### config.mk
export PLATFORM = sky130hd
export DESIGN_NAME = river_crossing_ctrl_flat
export DESIGN_NICKNAME = d
export VERILOG_FILES = /design/src/rtl/river_pkg.sv /design/src/rtl/river_crossing_ctrl_if.sv /design/src/rtl/river_move_legal.sv /design/src/rtl/river_crossing_ctrl.sv /design/src/flat_wrapper.sv
export SDC_FILE = /design/constraint.sdc
export NUM_CORES = 1
export LEC_CHECK = 0
export ABC_AREA = 0
export ABC_CLOCK_PERIOD_IN_PS = 3200
export BUFFER_PORTS_ARGS = -buffer_cell sky130_fd_sc_hd__buf_2
export CORE_MARGIN = 5
export CORE_UTILIZATION = 56
export CTS_BUF_LIST = sky130_fd_sc_hd__clkbuf_4 sky130_fd_sc_hd__clkbuf_8
export DETAILED_ROUTE_END_ITERATION = 8
export PLACE_DENSITY_LB_ADDON = 0.2
export SLEW_MARGIN = 10
export SYNTH_ARGS = -nofsm -noshare
export SYNTH_HDL_FRONTEND = slang
export SYNTH_SLANG_ARGS = --single-unit
### constraint.sdc
create_clock -name clk -period 3.2 [get_ports clk]
set_input_delay 0.64 -clock clk [delete_from_list [all_inputs] [get_ports clk]]
set_output_delay 0.64 -clock clk [all_outputs]
set_load 0.02 [all_outputs]
### src/rtl/river_pkg.sv
// Shared encodings for the river-crossing game controller: move selects,
// FSM states and bank constants.
package river_pkg;

    localparam logic [1:0] MV_ALONE   = 2'b00;
    localparam logic [1:0] MV_CABBAGE = 2'b01;
    localparam logic [1:0] MV_GOAT    = 2'b10;
    localparam logic [1:0] MV_WOLF    = 2'b11;

    localparam logic START_BANK = 1'b0;
    localparam logic FAR_BANK   = 1'b1;

    typedef enum logic [1:0] {
        PLAY  = 2'b00,
        CHECK = 2'b01,
        WIN   = 2'b10,
        LOSE  = 2'b11
    } game_state_e;

    // Position vector is {F,C,G,W}; cabbage/goat/wolf sit at bits 2/1/0.
    function automatic logic [1:0] item_bit(input logic [1:0] sel);
        return 2'd3 - sel;
    endfunction

endpackage

### src/rtl/river_crossing_ctrl_if.sv
// Game-side bundle between the player, the controller and the downstream
// safety checker.
interface river_crossing_ctrl_if #(
    parameter int MOVE_W = 5
);
    // Handshake: a move is taken on a rising clk edge where move_valid=1 and
    // ready=1; while ready=0 move_valid is ignored and need not be held.
    logic              move_valid;
    logic [1:0]        move_sel;
    logic              alarm_in;
    logic              F;
    logic              C;
    logic              G;
    logic              W;
    logic              ready;
    logic              illegal;
    logic              won;
    logic              lost;
    logic [MOVE_W-1:0] move_count;

    modport slave (
        input  move_valid, move_sel, alarm_in,
        output F, C, G, W, ready, illegal, won, lost, move_count
    );

    modport master (
        output move_valid, move_sel, alarm_in,
        input  F, C, G, W, ready, illegal, won, lost, move_count
    );

endinterface

### src/rtl/river_move_legal.sv
// Combinational move rule: the farmer may cross alone, or with one item that
// is on his own bank. Produces the legal flag and the post-crossing positions.
module river_move_legal
    import river_pkg::*;
(
    input  logic [3:0] pos,
    input  logic [1:0] move_sel,
    output logic       legal,
    output logic [3:0] pos_next
);

    logic [1:0] idx;

    always_comb begin
        idx         = item_bit(move_sel);
        legal       = 1'b1;
        pos_next    = pos;
        pos_next[3] = ~pos[3];
        if (move_sel != MV_ALONE) begin
            legal         = (pos[idx] == pos[3]);
            pos_next[idx] = ~pos[idx];
        end
    end

endmodule

### src/rtl/river_crossing_ctrl.sv
// River-crossing game controller: applies one crossing per accepted move,
// checks the external alarm one cycle later, and tracks win/loss/move count.
module river_crossing_ctrl
    import river_pkg::*;
#(
    parameter int MOVE_W     = 5,
    parameter int MOVE_LIMIT = 15
) (
    input  logic                  clk,
    input  logic                  resetn,
    input  logic                  restart,
    river_crossing_ctrl_if.slave  bus,
    output game_state_e           dbg_state
);

    logic [3:0]        pos_q;
    logic [MOVE_W-1:0] count_q;
    game_state_e       state_q;
    logic              ready_q;
    logic              illegal_q;
    logic              won_q;
    logic              lost_q;

    logic              legal;
    logic [3:0]        pos_next;

    river_move_legal u_move_legal (
        .pos      (pos_q),
        .move_sel (bus.move_sel),
        .legal    (legal),
        .pos_next (pos_next)
    );

    // restart behaves exactly like reset so nothing pending survives it.
    always_ff @(posedge clk) begin
        if (!resetn || restart) begin
            pos_q     <= {4{START_BANK}};
            count_q   <= '0;
            state_q   <= PLAY;
            ready_q   <= 1'b1;
            illegal_q <= 1'b0;
            won_q     <= 1'b0;
            lost_q    <= 1'b0;
        end else begin
            illegal_q <= 1'b0;
            case (state_q)
                PLAY: begin
                    if (bus.move_valid) begin
                        if (legal) begin
                            pos_q   <= pos_next;
                            count_q <= count_q + 1'b1;
                            state_q <= CHECK;
                            ready_q <= 1'b0;
                        end else begin
                            illegal_q <= 1'b1;
                        end
                    end
                end
                // alarm_in already reflects the positions written on entry.
                CHECK: begin
                    if (bus.alarm_in) begin
                        state_q <= LOSE;
                        lost_q  <= 1'b1;
                    end else if (pos_q == {4{FAR_BANK}}) begin
                        state_q <= WIN;
                        won_q   <= 1'b1;
                    end else if (count_q == MOVE_W'(MOVE_LIMIT)) begin
                        state_q <= LOSE;
                        lost_q  <= 1'b1;
                    end else begin
                        state_q <= PLAY;
                        ready_q <= 1'b1;
                    end
                end
                WIN, LOSE: begin
                    state_q <= state_q;
                end
                default: begin
                    state_q <= PLAY;
                    ready_q <= 1'b1;
                end
            endcase
        end
    end

    assign bus.F          = pos_q[3];
    assign bus.C          = pos_q[2];
    assign bus.G          = pos_q[1];
    assign bus.W          = pos_q[0];
    assign bus.ready      = ready_q;
    assign bus.illegal    = illegal_q;
    assign bus.won        = won_q;
    assign bus.lost       = lost_q;
    assign bus.move_count = count_q;
    assign dbg_state      = state_q;

endmodule

### src/flat_wrapper.sv
// flat-port wrapper written by rule: the top's interface ports become plain ports
module river_crossing_ctrl_flat import river_pkg::*;
#(
    parameter int MOVE_W     = 5,
    parameter int MOVE_LIMIT = 15
)
  (clk, resetn, restart, dbg_state, bus_move_valid, bus_move_sel, bus_alarm_in, bus_F, bus_C, bus_G, bus_W, bus_ready, bus_illegal, bus_won, bus_lost, bus_move_count);
  river_crossing_ctrl_if #(.MOVE_W(MOVE_W)) bus_i ();
  input  logic clk;
  input  logic resetn;
  input  logic restart;
  output game_state_e dbg_state;
  input wire logic [$bits(bus_i.move_valid)-1:0] bus_move_valid;
  input wire logic [$bits(bus_i.move_sel)-1:0] bus_move_sel;
  input wire logic [$bits(bus_i.alarm_in)-1:0] bus_alarm_in;
  output wire logic [$bits(bus_i.F)-1:0] bus_F;
  output wire logic [$bits(bus_i.C)-1:0] bus_C;
  output wire logic [$bits(bus_i.G)-1:0] bus_G;
  output wire logic [$bits(bus_i.W)-1:0] bus_W;
  output wire logic [$bits(bus_i.ready)-1:0] bus_ready;
  output wire logic [$bits(bus_i.illegal)-1:0] bus_illegal;
  output wire logic [$bits(bus_i.won)-1:0] bus_won;
  output wire logic [$bits(bus_i.lost)-1:0] bus_lost;
  output wire logic [$bits(bus_i.move_count)-1:0] bus_move_count;
  assign bus_i.move_valid = bus_move_valid;
  assign bus_i.move_sel = bus_move_sel;
  assign bus_i.alarm_in = bus_alarm_in;
  assign bus_F = bus_i.F;
  assign bus_C = bus_i.C;
  assign bus_G = bus_i.G;
  assign bus_W = bus_i.W;
  assign bus_ready = bus_i.ready;
  assign bus_illegal = bus_i.illegal;
  assign bus_won = bus_i.won;
  assign bus_lost = bus_i.lost;
  assign bus_move_count = bus_i.move_count;
  river_crossing_ctrl #(.MOVE_W(MOVE_W), .MOVE_LIMIT(MOVE_LIMIT)) u_core (.clk(clk), .resetn(resetn), .restart(restart), .bus(bus_i), .dbg_state(dbg_state));
endmodule
==> results.yml <==
global_route:
  gr-usage-met3_pct: 3.52
  grt.overflow.total: 0
  via_count_of_the_first_global_routing_pass: 583
  track_usage_pct: 16.3
  met1_usage_pct: 21.0
  gr-usage-met2_pct: 23.6
  grt_first_pass_wirelength_um: 2460
  grt_antenna_before_repair: 0
  grt_max_degree: 13
  grt-busiest-layer: "met2"
placement:
  globalplace.congestion: 0.793
  place.detailed.instances: 119
  dpl-instance-area_um2: 860
  dp_hpwl_um: 1150
  dpl_worst_slack_ns: 1.04
  numPortBuffers: 21
timing:
  sum_of_negative_setup_slack_ns: 0
  max_slew_margin_pct: 69.6
  layout_worst_path_cycle_share_pct: 58.4
  setup_ws_ns: 1.33
  timing.final.setup_violations: 0
  hold_ws_ns: 0.476
  report.final.hold_viol_count: 0
  period_needed_ns: 1.87
  finClkSkew_ns: 0.00150
  max_clock_freq_mhz: 535
  grt_setup_unrepaired: "no"
  worstMarginPinSlew_ns: 0.456
  finalMaxSlewViolations: 0
drt:
  drt_iter0_markers: 9
  routedWlPerCell_um: 12.7
  detail_route.first_pass.iterations: 4
  route.vias.total: 691
  detail_route.vias_per_cell: 5.62
  drtAntennaViolNets: 0
  totalWireLength_um: 1560
  route.detailed.drc: 0
power_and_ir_drop:
  fin_total_pwr_uw: 364
  leakage_nw: 0.405
  ir_worst_vdd_v: 0.000287
  pwr_per_cell_area_nw_per_um2: 409
logic_synthesis:
  synth_top_area_cell: "dfxtp_1"
  synth_top_area_share_pct: 40.0
  synthFlopType: "dfxtp_1"
  netlist_top_cells_area: "dfxtp_1, a21oi_1, nor2_1, a211oi_1, ha_1"
  synth-seq-cells: 15
  synth.yosys.seq_area_share_pct: 40.0
  synth-async-reset-ratio_pct: 0
  synth_edf_count: 0
  syn-num-nets: 94
  mappedNetlistArea_um2: 751
  netlist-cell-type-count: 32
  synth.avg_cell_area_um2: 8.83
  syn_inst: 85
  yosys_warnings: 0
clocking:
  cts_max_path_buffers: 2
  tritoncts_clock_tree: "built"
  postCtsSetupRepairBufs: 0
  worstSkewPairLatency_ns: 0.28
  htree_levels: 1
  resized_after_cts: 0
  number_of_clock_buffers_inserted_by_tritoncts: 3
  clock_tree.root_cell: "clkbuf_4"
  postCtsHoldBufs: 0
  clock_sink_count: 15
  clkTransAtPathRegs_ns: 0.08
finish:
  fin_cells: 123
  final_common_cell: "buf_2"
  fin_area_um2: 890
  area_growth_pct: 18.5
  insertedDiodeCount: 0
  finalNetCount: 118
  most_frequent_cells_in_the_layout: "buf_2, dfxtp_1, a21oi_1, nor2_1, o21ai_0"
  finish.utilization_pct: 69.2
  fraction_of_layout_cells_with_a_size_suffix_above_1_pct: 27.8
worst_hold_path:
  timing.hold.worst.class: "reg -> reg"
floorplanning:
  die-height_um: 46.6
  die_x_um: 46.6
  starting_utilization_of_the_core_area_pct: 58.4
  floorplan.core_area_um2: 1280
  core.rowCount: 13
  die_footprint_um2: 2170
  design.portCount: 22
worst_setup_path:
  cp.arrival_ns: 2.08
  crit_family: "multiplexers"
  endpoint_kind: "flop"
  crit_path_max_incr_delay_ns: 0.50
  critical_path_buf_inv_count: 1
  worst_path_max_delay_cell: "or4_1"
  critical_path_cell_sequence: "buf_2 > mux2i_1 > mux2_4 > or4_1 > a21oi_1"
  worstPathRequired_ns: 3.41
  highest_net_fanout_along_the_worst_path: 9
  crit_type: "in -> reg"
  critPathLaunchType: "primary input"
run:
  maxCapViolCount: 0
outcome:
  run_status: "complete, no violations"
[Yosys cell counts (3+ instances only)]
cell	instances
nor2_1	10
a211oi_1	4
o21ai_0	5
a21oi_1	12
or3_1	3
dfxtp_1	15
[where the power goes]
group	total, mW	internal [mW]	switching [mW]
Clock	0.115	0.0569	0.0579
Combinational	0.0519	0.0222	0.0297
Sequential	0.197	0.192	0.00589
Total	0.364	0.271	0.0935
[area by class of cell]
class	instances	area (µm²)
clock buffers	4	30.0
fillers	114	395
inverters	1	3.75
multi-input cells	67	432
flip-flops and latches	15	300
well taps	15	18.8
repair buffers	21	105
[logic make-up after synthesis]
group	count (synthesis)	synth area share (%)
multiplexers	3	4.67
XOR/XNOR	1	1.17
AND/OR/NAND/NOR	34	26.0
buffers and inverters	3	2.50
AO/OA/AOI/OAI	27	22.3
adder cells (fa/ha/maj)	2	3.33
flip-flops	15	40.0
[routing by layer]
layer / part of all wire [%] / vias up
li1: - / 356
met3: 7.0 / 6
met4: 2.9 / 0
met5: 0 / -
met2: 44 / 20
met1: 46 / 309
[worst paths after layout]
check                                startpoint                        to  slack (ns)  depth (start not counted)
worst max-delay path            bus_move_sel[1]  u_core.bus.move_count[3]        1.33                          5
worst min-delay path             u_core.bus.won            u_core.bus.won        0.48                          2
worst max register to register  u_core.pos_q[3]  u_core.bus.move_count[3]        1.42                          4
worst min register to register   u_core.bus.won            u_core.bus.won        0.48                          2
[worst min-delay path: stages (launching register included)]
cell and delay (ns):
dfxtp_1 0.34, a21oi_1 0.04, nor2_1 0.07
Power figures use the tool's default switching activity.
